--- src/rtl/alu_exec_unit_pkg.sv ---
// Shared definitions for the integer execution unit: opcode codes, rename
// sentinel, data/address widths and boolean constants.
package alu_exec_unit_pkg;

    localparam int DATALEN = 32;
    localparam int ADDR_W  = 32;

    localparam logic TRUE  = 1'b1;
    localparam logic FALSE = 1'b0;

    // Tag value meaning "no rename"; the unit never produces it itself.
    localparam logic [4:0] ROBNOTRENAME = 5'd16;

    localparam logic [5:0] OP_ADD   = 6'd1;
    localparam logic [5:0] OP_SUB   = 6'd2;
    localparam logic [5:0] OP_AND   = 6'd3;
    localparam logic [5:0] OP_OR    = 6'd4;
    localparam logic [5:0] OP_XOR   = 6'd5;
    localparam logic [5:0] OP_SLL   = 6'd6;
    localparam logic [5:0] OP_SRL   = 6'd7;
    localparam logic [5:0] OP_SRA   = 6'd8;
    localparam logic [5:0] OP_SLT   = 6'd9;
    localparam logic [5:0] OP_SLTU  = 6'd10;
    localparam logic [5:0] OP_ADDI  = 6'd11;
    localparam logic [5:0] OP_ANDI  = 6'd12;
    localparam logic [5:0] OP_ORI   = 6'd13;
    localparam logic [5:0] OP_XORI  = 6'd14;
    localparam logic [5:0] OP_SLLI  = 6'd15;
    localparam logic [5:0] OP_SRLI  = 6'd16;
    localparam logic [5:0] OP_SRAI  = 6'd17;
    localparam logic [5:0] OP_SLTI  = 6'd18;
    localparam logic [5:0] OP_SLTIU = 6'd19;
    localparam logic [5:0] OP_LUI   = 6'd20;
    localparam logic [5:0] OP_AUIPC = 6'd21;
    localparam logic [5:0] OP_JAL   = 6'd22;
    localparam logic [5:0] OP_JALR  = 6'd23;
    localparam logic [5:0] OP_BEQ   = 6'd24;
    localparam logic [5:0] OP_BNE   = 6'd25;
    localparam logic [5:0] OP_BLT   = 6'd26;
    localparam logic [5:0] OP_BGE   = 6'd27;
    localparam logic [5:0] OP_BLTU  = 6'd28;
    localparam logic [5:0] OP_BGEU  = 6'd29;

endpackage

--- src/rtl/alu_exec_unit_compute.sv ---
// alu_compute: combinational RV32I ALU / branch / jump evaluation.
// Ports: op, a (rs1), b (rs2), imm, pc -> value, is_jump, taken, target.
// Operand B is replaced by imm for the *I forms.
module alu_compute
    import alu_exec_unit_pkg::*;
#(
    parameter int DATA_W = 32
) (
    input  logic [5:0]        op,
    input  logic [DATA_W-1:0] a,
    input  logic [DATA_W-1:0] b,
    input  logic [31:0]       imm,
    input  logic [31:0]       pc,
    output logic [DATA_W-1:0] value,
    output logic              is_jump,
    output logic              taken,
    output logic [31:0]       target
);

    logic [31:0] ra, rb, ob, res, pc4, pc_imm;
    logic        is_imm, cond;

    always_comb begin
        ra     = 32'(a);
        rb     = 32'(b);
        pc4    = pc + 32'd4;
        pc_imm = pc + imm;
        is_imm = (op == OP_ADDI) || (op == OP_ANDI) || (op == OP_ORI)  ||
                 (op == OP_XORI) || (op == OP_SLLI) || (op == OP_SRLI) ||
                 (op == OP_SRAI) || (op == OP_SLTI) || (op == OP_SLTIU);
        ob     = is_imm ? imm : rb;

        res     = '0;
        is_jump = FALSE;
        cond    = FALSE;
        target  = '0;
        case (op)
            OP_ADD, OP_ADDI:  res = ra + ob;
            OP_SUB:           res = ra - ob;
            OP_AND, OP_ANDI:  res = ra & ob;
            OP_OR,  OP_ORI:   res = ra | ob;
            OP_XOR, OP_XORI:  res = ra ^ ob;
            OP_SLL, OP_SLLI:  res = ra << ob[4:0];
            OP_SRL, OP_SRLI:  res = ra >> ob[4:0];
            OP_SRA, OP_SRAI:  res = $unsigned($signed(ra) >>> ob[4:0]);
            OP_SLT, OP_SLTI:  res = {31'd0, $signed(ra) < $signed(ob)};
            OP_SLTU, OP_SLTIU: res = {31'd0, ra < ob};
            OP_LUI:           res = imm;
            OP_AUIPC:         res = pc_imm;
            OP_JAL: begin
                res = pc4; is_jump = TRUE; cond = TRUE; target = pc_imm;
            end
            OP_JALR: begin
                res = pc4; is_jump = TRUE; cond = TRUE;
                target = (ra + imm) & ~32'd1;
            end
            OP_BEQ, OP_BNE, OP_BLT, OP_BGE, OP_BLTU, OP_BGEU: begin
                is_jump = TRUE;
                case (op)
                    OP_BEQ:  cond = (ra == rb);
                    OP_BNE:  cond = (ra != rb);
                    OP_BLT:  cond = ($signed(ra) <  $signed(rb));
                    OP_BGE:  cond = ($signed(ra) >= $signed(rb));
                    OP_BLTU: cond = (ra <  rb);
                    default: cond = (ra >= rb);
                endcase
                target = cond ? pc_imm : pc4;
            end
            default: ;  // unknown op: zero result, not a jump
        endcase
        value = DATA_W'(res);
        taken = cond;
    end

endmodule

--- src/rtl/alu_exec_unit.sv ---
// alu_exec_unit: integer execution unit. Computes one issued op per cycle and
// holds results in a small circular queue presented on the ALU CDB channel
// until granted.
// Ports: clk/rst (sync, active-high), rdy (global freeze), jump_wrong (flush),
// issue inputs to_alu_*, alu_ready back-pressure, cdb_grant, head outputs
// alu_broadcast/alu_cbd_value/alu_update_rename/alu_is_jump/alu_jump_taken/
// alu_jump_target, and sticky err_overflow.
module alu_exec_unit
    import alu_exec_unit_pkg::*;
#(
    parameter int ROB_IDX_W = 5,
    parameter int DATA_W    = 32,
    parameter int Q_DEPTH   = 2
) (
    input  logic                 clk,
    input  logic                 rst,
    input  logic                 rdy,
    input  logic                 jump_wrong,
    input  logic                 alu_enable,
    input  logic [5:0]           to_alu_op,
    input  logic [DATA_W-1:0]    to_alu_rs1_value,
    input  logic [DATA_W-1:0]    to_alu_rs2_value,
    input  logic [31:0]          to_alu_imm,
    input  logic [31:0]          to_alu_pc,
    input  logic [ROB_IDX_W-1:0] to_alu_rd_renaming,
    output logic                 alu_ready,
    input  logic                 cdb_grant,
    output logic                 alu_broadcast,
    output logic [DATA_W-1:0]    alu_cbd_value,
    output logic [ROB_IDX_W-1:0] alu_update_rename,
    output logic                 alu_is_jump,
    output logic                 alu_jump_taken,
    output logic [31:0]          alu_jump_target,
    output logic                 err_overflow
);

    localparam int CNT_W = $clog2(Q_DEPTH + 1);
    localparam int PTR_W = (Q_DEPTH > 1) ? $clog2(Q_DEPTH) : 1;
    localparam logic [CNT_W-1:0] DEPTH_C = CNT_W'(Q_DEPTH);
    localparam logic [PTR_W-1:0] LAST_C  = PTR_W'(Q_DEPTH - 1);

    logic [DATA_W-1:0]    q_value  [Q_DEPTH];
    logic [ROB_IDX_W-1:0] q_tag    [Q_DEPTH];
    logic                 q_jump   [Q_DEPTH];
    logic                 q_taken  [Q_DEPTH];
    logic [31:0]          q_target [Q_DEPTH];

    logic [PTR_W-1:0] head, tail;
    logic [CNT_W-1:0] count;

    logic [DATA_W-1:0] c_value;
    logic              c_jump, c_taken;
    logic [31:0]       c_target;
    logic              push, pop;

    alu_compute #(.DATA_W(DATA_W)) u_compute (
        .op      (to_alu_op),
        .a       (to_alu_rs1_value),
        .b       (to_alu_rs2_value),
        .imm     (to_alu_imm),
        .pc      (to_alu_pc),
        .value   (c_value),
        .is_jump (c_jump),
        .taken   (c_taken),
        .target  (c_target)
    );

    // Ready comes only from the registered count so the RS never sees a
    // combinational path from the CDB arbiter.
    assign alu_ready     = (count < DEPTH_C);
    assign alu_broadcast = (count != '0);
    assign push          = alu_enable & rdy & alu_ready;
    assign pop           = alu_broadcast & cdb_grant & rdy;

    // Entries are zeroed on reset/flush so the raw head fields read 0 then.
    assign alu_cbd_value     = q_value[head];
    assign alu_update_rename = q_tag[head];
    assign alu_jump_target   = q_target[head];
    assign alu_is_jump       = alu_broadcast & q_jump[head];
    assign alu_jump_taken    = alu_broadcast & q_taken[head];

    always_ff @(posedge clk) begin
        if (rst || jump_wrong) begin
            for (int i = 0; i < Q_DEPTH; i++) begin
                q_value[i]  <= '0;
                q_tag[i]    <= '0;
                q_jump[i]   <= FALSE;
                q_taken[i]  <= FALSE;
                q_target[i] <= '0;
            end
            head  <= '0;
            tail  <= '0;
            count <= '0;
            if (rst) err_overflow <= FALSE;
        end else if (rdy) begin
            if (push) begin
                q_value[tail]  <= c_value;
                q_tag[tail]    <= to_alu_rd_renaming;
                q_jump[tail]   <= c_jump;
                q_taken[tail]  <= c_taken;
                q_target[tail] <= c_target;
                tail <= (tail == LAST_C) ? '0 : tail + 1'b1;
            end
            if (pop) head <= (head == LAST_C) ? '0 : head + 1'b1;
            case ({push, pop})
                2'b10:   count <= count + 1'b1;
                2'b01:   count <= count - 1'b1;
                default: ;
            endcase
            if (alu_enable && !alu_ready) err_overflow <= TRUE;
        end
    end

endmodule

--- config.mk ---
export PLATFORM = sky130hd
export DESIGN_NAME = alu_exec_unit
export DESIGN_NICKNAME = d
export VERILOG_FILES = /design/src/rtl/alu_exec_unit_pkg.sv /design/src/rtl/alu_exec_unit_compute.sv /design/src/rtl/alu_exec_unit.sv
export SDC_FILE = /design/constraint.sdc
export NUM_CORES = 1
export LEC_CHECK = 0
export ABC_AREA = 1
export CAP_MARGIN = 10
export CORE_AREA = 2 2 186 234
export DETAILED_ROUTE_END_ITERATION = 8
export DIE_AREA = 0 0 188 236
export PLACE_DENSITY = 0.76
export SLEW_MARGIN = 20
export SYNTH_ARGS = -nofsm -noshare
export SYNTH_HDL_FRONTEND = slang
export SYNTH_HIERARCHICAL = 1
export SYNTH_SLANG_ARGS = --single-unit
--- constraint.sdc ---
create_clock -name clk -period 7.1 [get_ports clk]
set_input_delay 1.42 -clock clk [delete_from_list [all_inputs] [get_ports clk]]
set_output_delay 1.42 -clock clk [all_outputs]
set_load 0.05 [all_outputs]
# After elaboration in Yosys (flattened, before gate mapping)

Memories as Yosys holds them, arrays and structs flattened. A register that Yosys moved wholly into a read port is not among the register bits.
Index checks and enable logic that the tools add are counted.

Memories: 5
Logic and storage cells: 153
Bits in registers: 5
Output and inout port bits: 74
Memory bits (writable): 142
Input port bits: 145

Order comparisons: 7
Add/sub/neg operators: 9
Bitwise logic cells: 9
Equality and inequality tests: 34
Shift-type cells: 3
Reductions and logical operators: 36
Multiplexer cells: 46

Memory list:

| name     | words | bits a word | read ports | clocked after memory_dff | wr ports | RTL line            | source |
|---|---|---|---|---|---|---|---|
| q_target | 2     | 32          | 1          | 1                        | 2        | alu_exec_unit.sv:46 | `logic [31:0] q_target [Q_DEPTH];` |
| q_value  | 2     | 32          | 1          | 1                        | 2        | alu_exec_unit.sv:42 | `logic [DATA_W-1:0] q_value [Q_DEPTH];` |
| q_tag    | 2     | 5           | 1          | 1                        | 2        | alu_exec_unit.sv:43 | `logic [ROB_IDX_W-1:0] q_tag [Q_DEPTH];` |
| q_jump   | 2     | 1           | 1          | 1                        | 2        | alu_exec_unit.sv:44 | `logic q_jump [Q_DEPTH];` |
| q_taken  | 2     | 1           | 1          | 1                        | 2        | alu_exec_unit.sv:45 | `logic q_taken [Q_DEPTH];` |

Operators with widths:

| operator              | count |
|---|---|
| $pmux 32 s13          | 1 |
| $lt 32x32->1          | 4 |
| $mux 32               | 4 |
| $add 32x32->32        | 3 |
| $pmux 32 s3           | 1 |
| $eq 6x5->1 const B    | 14 |
| $ge 32x32->1          | 2 |
| $reduce_or 32->1      | 2 |
| $eq 6x4->1 const B    | 8 |
| $mux 1                | 36 |
| $add 32x3->32 const B | 1 |
| $and 32x32->32        | 1 |
| $eq 32x32->1          | 1 |
| $ne 32x32->1          | 1 |
| $or 32x32->32         | 1 |
| $shl 32x5->32         | 1 |
| $shr 32x5->32         | 1 |
| $sshr 32x5->32        | 1 |
| $sub 32x32->32        | 1 |
| $xor 32x32->32        | 1 |
| $eq 6x3->1 const B    | 4 |
| $reduce_or 2->1       | 10 |
| $eq 6x2->1 const B    | 2 |
| $logic_or 1x1->1      | 9 |
| 22 further kinds      | 34 |

# Depth between registers and ports, before layout

Depth in word-level cells: 13
Gate-level depth with buffers: 32
Gate-level depth less buffers: 30

# By module

Netlist, hierarchy kept.

By module, submodules not included:

| module        | seq. area each (um^2) | times used | cells each | area each (um^2) |
|---|---|---|---|---|
| alu_compute   | 0.0                   | 1          | 3224       | 16567.1 |
| alu_exec_unit | 4394.2                | 1          | 647        | 6374.9 |

# Worst setup path before layout

OpenSTA, ideal clock, no wires.

Path kind: input -> register
Start point: input to_alu_op[4]
End point: memory q_value[1][28], data pin
Required time: 6.835 ns
Stages on the path: 27
Arrival time: 4.617 ns
Path buffers: 2
Setup time: 0.265 ns
Slack: 2.218 ns
Cell sequence: nor2_2 > nand3_1 > nand2_2 > nor2_4 > nand2_8 > clkinv_1 > clkbuf_1 > o21ai_0 > inv_1 > ha_1 > clkbuf_1 > nand2_1 > nor2_1 > inv_1 > nor3_1 > nand3_1 > nand3_1 > a21o_1 > a21oi_1 > inv_1 > nand2_1 > nand3_1 > nand3_1 > nor2_1 > nand2_1 > inv_1 > nor2_1

RTL lines:

| item               | RTL line            | source |
|---|---|---|
| start: declaration | alu_exec_unit.sv:20 | `input logic [5:0] to_alu_op,` |
| end: declaration   | alu_exec_unit.sv:42 |  |

==> impl_metrics.json <==
{
  "io_buffers": 218,
  "post_cts_resized": 0,
  "hold_buffers": 0,
  "drtIter0Drc": 3817,
  "synthArstFlopShare": 0,
  "antenna_found_initial": 7,
  "cp-start-kind": "input pin",
  "synth.avg_cell_area_um2": 5.93,
  "p_int_mw": 2.04,
  "grt_max_degree": 74,
  "rows": 85,
  "tightest_slew_ns": 1.02,
  "nets": 4351,
  "cts_max_level": 4,
  "die-area_um2": 44400,
  "cts_setup_buffers": 0,
  "clkTransAtPathRegs_ns": 0.07,
  "clock-sinks": 148,
  "r2r-start": "count[1]",
  "synth_nets": 4218,
  "grt_pass1_vias": 26247,
  "synth_compound_area_frac": 0.156,
  "p_sw_frac": 0.469,
  "clock_latency_ns": 0.45,
  "power_mw": 3.83,
  "maxSlewHeadroom": 0.320,
  "synth_xor_area_frac": 0.0183,
  "die_h_um": 236,
  "status": "completed",
  "cp-end-kind": "flop",
  "clock_power_share": 0.220,
  "gp_congestion": 1.14,
  "power.density_nw_per_um2": 147,
  "cap_violations": 0,
  "synthSimpleGateAreaFrac": 0.409,
  "ys_top_cells_by_count": "nand2_1 (1081), nand3_1 (498), inv_1 (496)",
  "crit_start": "to_alu_op[1]",
  "cts_root_buf": "clkbuf_16",
  "synth.area.top_cells": "edfxtp_1 (19%), nand2_1 (18%), nand3_1 (11%), ha_1 (11%), inv_1 (8.1%)",
  "drive_above_1_share": 0.0358,
  "grtUsageTotal": 0.471,
  "multi_input_area_um2": 15900,
  "min_from": "tail",
  "fin_skew_ns": 0.0183,
  "wirelength_mm": 107,
  "routedWlPerCell_um": 23.4,
  "cts_buffers": 17,
  "dp_hpwl_mm": 88.1,
  "cts_tree": "built",
  "crit_slowest_cell": "o21ai_0",
  "synth.most_common_cell": "nand2_1",
  "synth.area.mux_share": 0,
  "power.switching_mw": 1.80,
  "netlist_instances": 3871,
  "synth_edf_count": 143,
  "grt_pass1_wl_mm": 156,
  "yosysTopAreaCell": "edfxtp_1",
  "clockBufferDepth": 2,
  "hold_violations": 0,
  "seqPwrFrac": 0.262,
  "tns_ns": 0,
  "synth_top_family_by_area": "simple AND/OR/NAND/NOR gates",
  "leakage_nw": 12.5,
  "dr_total_vias": 28542,
  "start_util": 0.541,
  "cp_common_cell": "nor2_1",
  "yosys_warnings": 6,
  "fin_hold_ws_ns": 0.536,
  "synth_seq_cells": 148,
  "routed_via_density": 6.23,
  "rsz0062_at_grt": "no",
  "drc_errors": 0,
  "p_comb_frac": 0.518,
  "vdd_drop_max_uv": 168,
  "fin_crit_sh": 0.920,
  "path_class": "input pin to flop",
  "syn_to_final_growth_pct": 13.6,
  "synth_area_um2": 22900,
  "hold_class": "flop to flop",
  "critPathArrivalTime_ns": 6.70,
  "die_x_um": 188,
  "final_cell_area_um2": 26100,
  "min_period_ns": 6.53,
  "core_um2": 42400,
  "fmax_mhz": 153,
  "synth_fa_ha_area_frac": 0.111,
  "slowest_delay_ns": 0.54,
  "synth_top_area_share": 0.187,
  "post_dp_cell_area_um2": 25500,
  "firstDrtPassIters": 8,
  "synthFlopType": "edfxtp_1",
  "ys_seq_area_frac": 0.192,
  "grt_overflow": 0,
  "crit_path_max_fanout": 33,
  "seqCellArea_um2": 4400,
  "worstPathCellList": "clkdlybuf4s50_1 -> nor2_1 -> nand3_1 -> nand2_2 -> nor2_4 -> nand2_8 -> clkinv_1 -> buf_12 -> o21ai_0 -> inv_1 -> ha_1 -> nand2_1 -> nor3_1 -> nand3_1 -> o21ai_0 -> xor2_1 -> nor2_1 -> nor3_1 -> nand2_1 -> inv_1 -> nor2_1",
  "crit_required_ns": 7.27,
  "fillCellCount": 4236,
  "ant_nets": 0,
  "final-max-slew-violation-count": 0,
  "setup_viol": 0,
  "io_pins": 219,
  "ys_types": 60
}
[sequential cells by signal, indices dropped and copies added (netlist names), named ones only]
name          count
q_jump            2
q_target         64
tail              1
q_value          64
count             2
err_overflow      1
q_taken           2
q_tag            10
head              1
[metal layers]
| metal | share of wire | global-route usage |
|---|---|---|
| met5 | 0.00064 | 0 |
| met3 | 0.12 | 0.118 |
| met1 | 0.34 | 0.529 |
| met2 | 0.44 | 0.746 |
| met4 | 0.10 | 0.401 |
[area by class of cell]
class,instances,area share
Tap cell,565,0.0271
Clock buffer,20,0.0171
Multi-Input combinational cell,3060,0.612
Timing Repair Buffer,257,0.0960
Antenna cell,3,0.000288
Sequential cell,148,0.169
Inverter,520,0.0750
Clock inverter,12,0.00375
[placed cells by master, fill, tap and decap left out, drive strengths merged, types with 15 or more instances in the layout]
cell | Yosys | layout
o21ai | 217 | 217
edfxtp | 143 | 143
o21a | 17 | 17
nand3b | 20 | 20
xnor2 | 15 | 15
a21o | 15 | 15
a221oi | 23 | 23
nor2 | 422 | 422
or2 | 19 | 19
o211ai | 20 | 20
clkbuf | 93 | 20
buf | 50 | 39
clkdlybuf4s50 | 0 | 218
nand3 | 502 | 502
ha | 199 | 199
nand2 | 1097 | 1097
a21oi | 235 | 235
inv | 515 | 520
nor3 | 46 | 46
nand4 | 61 | 61
o22ai | 21 | 21
xor2 | 33 | 33
[kinds of logic (layout without fill, tap and decap cells)]
family	Yosys count	after routing
compound gates	623	623
simple gates	2187	2187
xor+xnor	48	48
flops	148	148
fa+ha+maj	202	202
other cells	0	3
buf+inv	663	809
[per-stage QoR]
step | std cells | worst slack (ns) | utilization
after floorplan | 3871 | 2.22 | -
after global placement | 4549 | 0.292 | 0.601
after detailed placement | 4549 | 0.322 | 0.601
after CTS | 4581 | 0.794 | 0.614
final | 4585 | 0.571 | 0.614
after global routing | 4582 | 0.303 | 0.614
[power groups by stage]
stage / Clock [mW] / Sequential (mW) / Combinational [mW]
3_5_place_dp: 0 / 1.02 / 1.89
6_report: 0.843 / 1.00 / 1.99
3_3_place_gp: 0 / 1.02 / 1.89
2_1_floorplan: 0 / 1.02 / 1.23
4_1_cts: 0.844 / 1.00 / 1.90
5_1_grt: 0.885 / 1.01 / 2.12
[final timing paths]
check              endpoint  cells past startpoint  slack, ns
min reg2reg            tail                      2       0.54
max reg2reg   q_value[0][7]                      5       4.60
max          q_value[0][29]                     21       0.57
min                    tail                      2       0.54
[critical path: cells and delay by family]
family / cells / cell delay [ns]
adder cells (fa/ha/maj): 1 / 0.52
buffers and inverters: 5 / 1.55
AO/OA/AOI/OAI: 2 / 0.82
AND/OR/NAND/NOR: 12 / 2.16
XOR/XNOR: 1 / 0.19
Note: power is estimated with default switching activity, not from simulation.
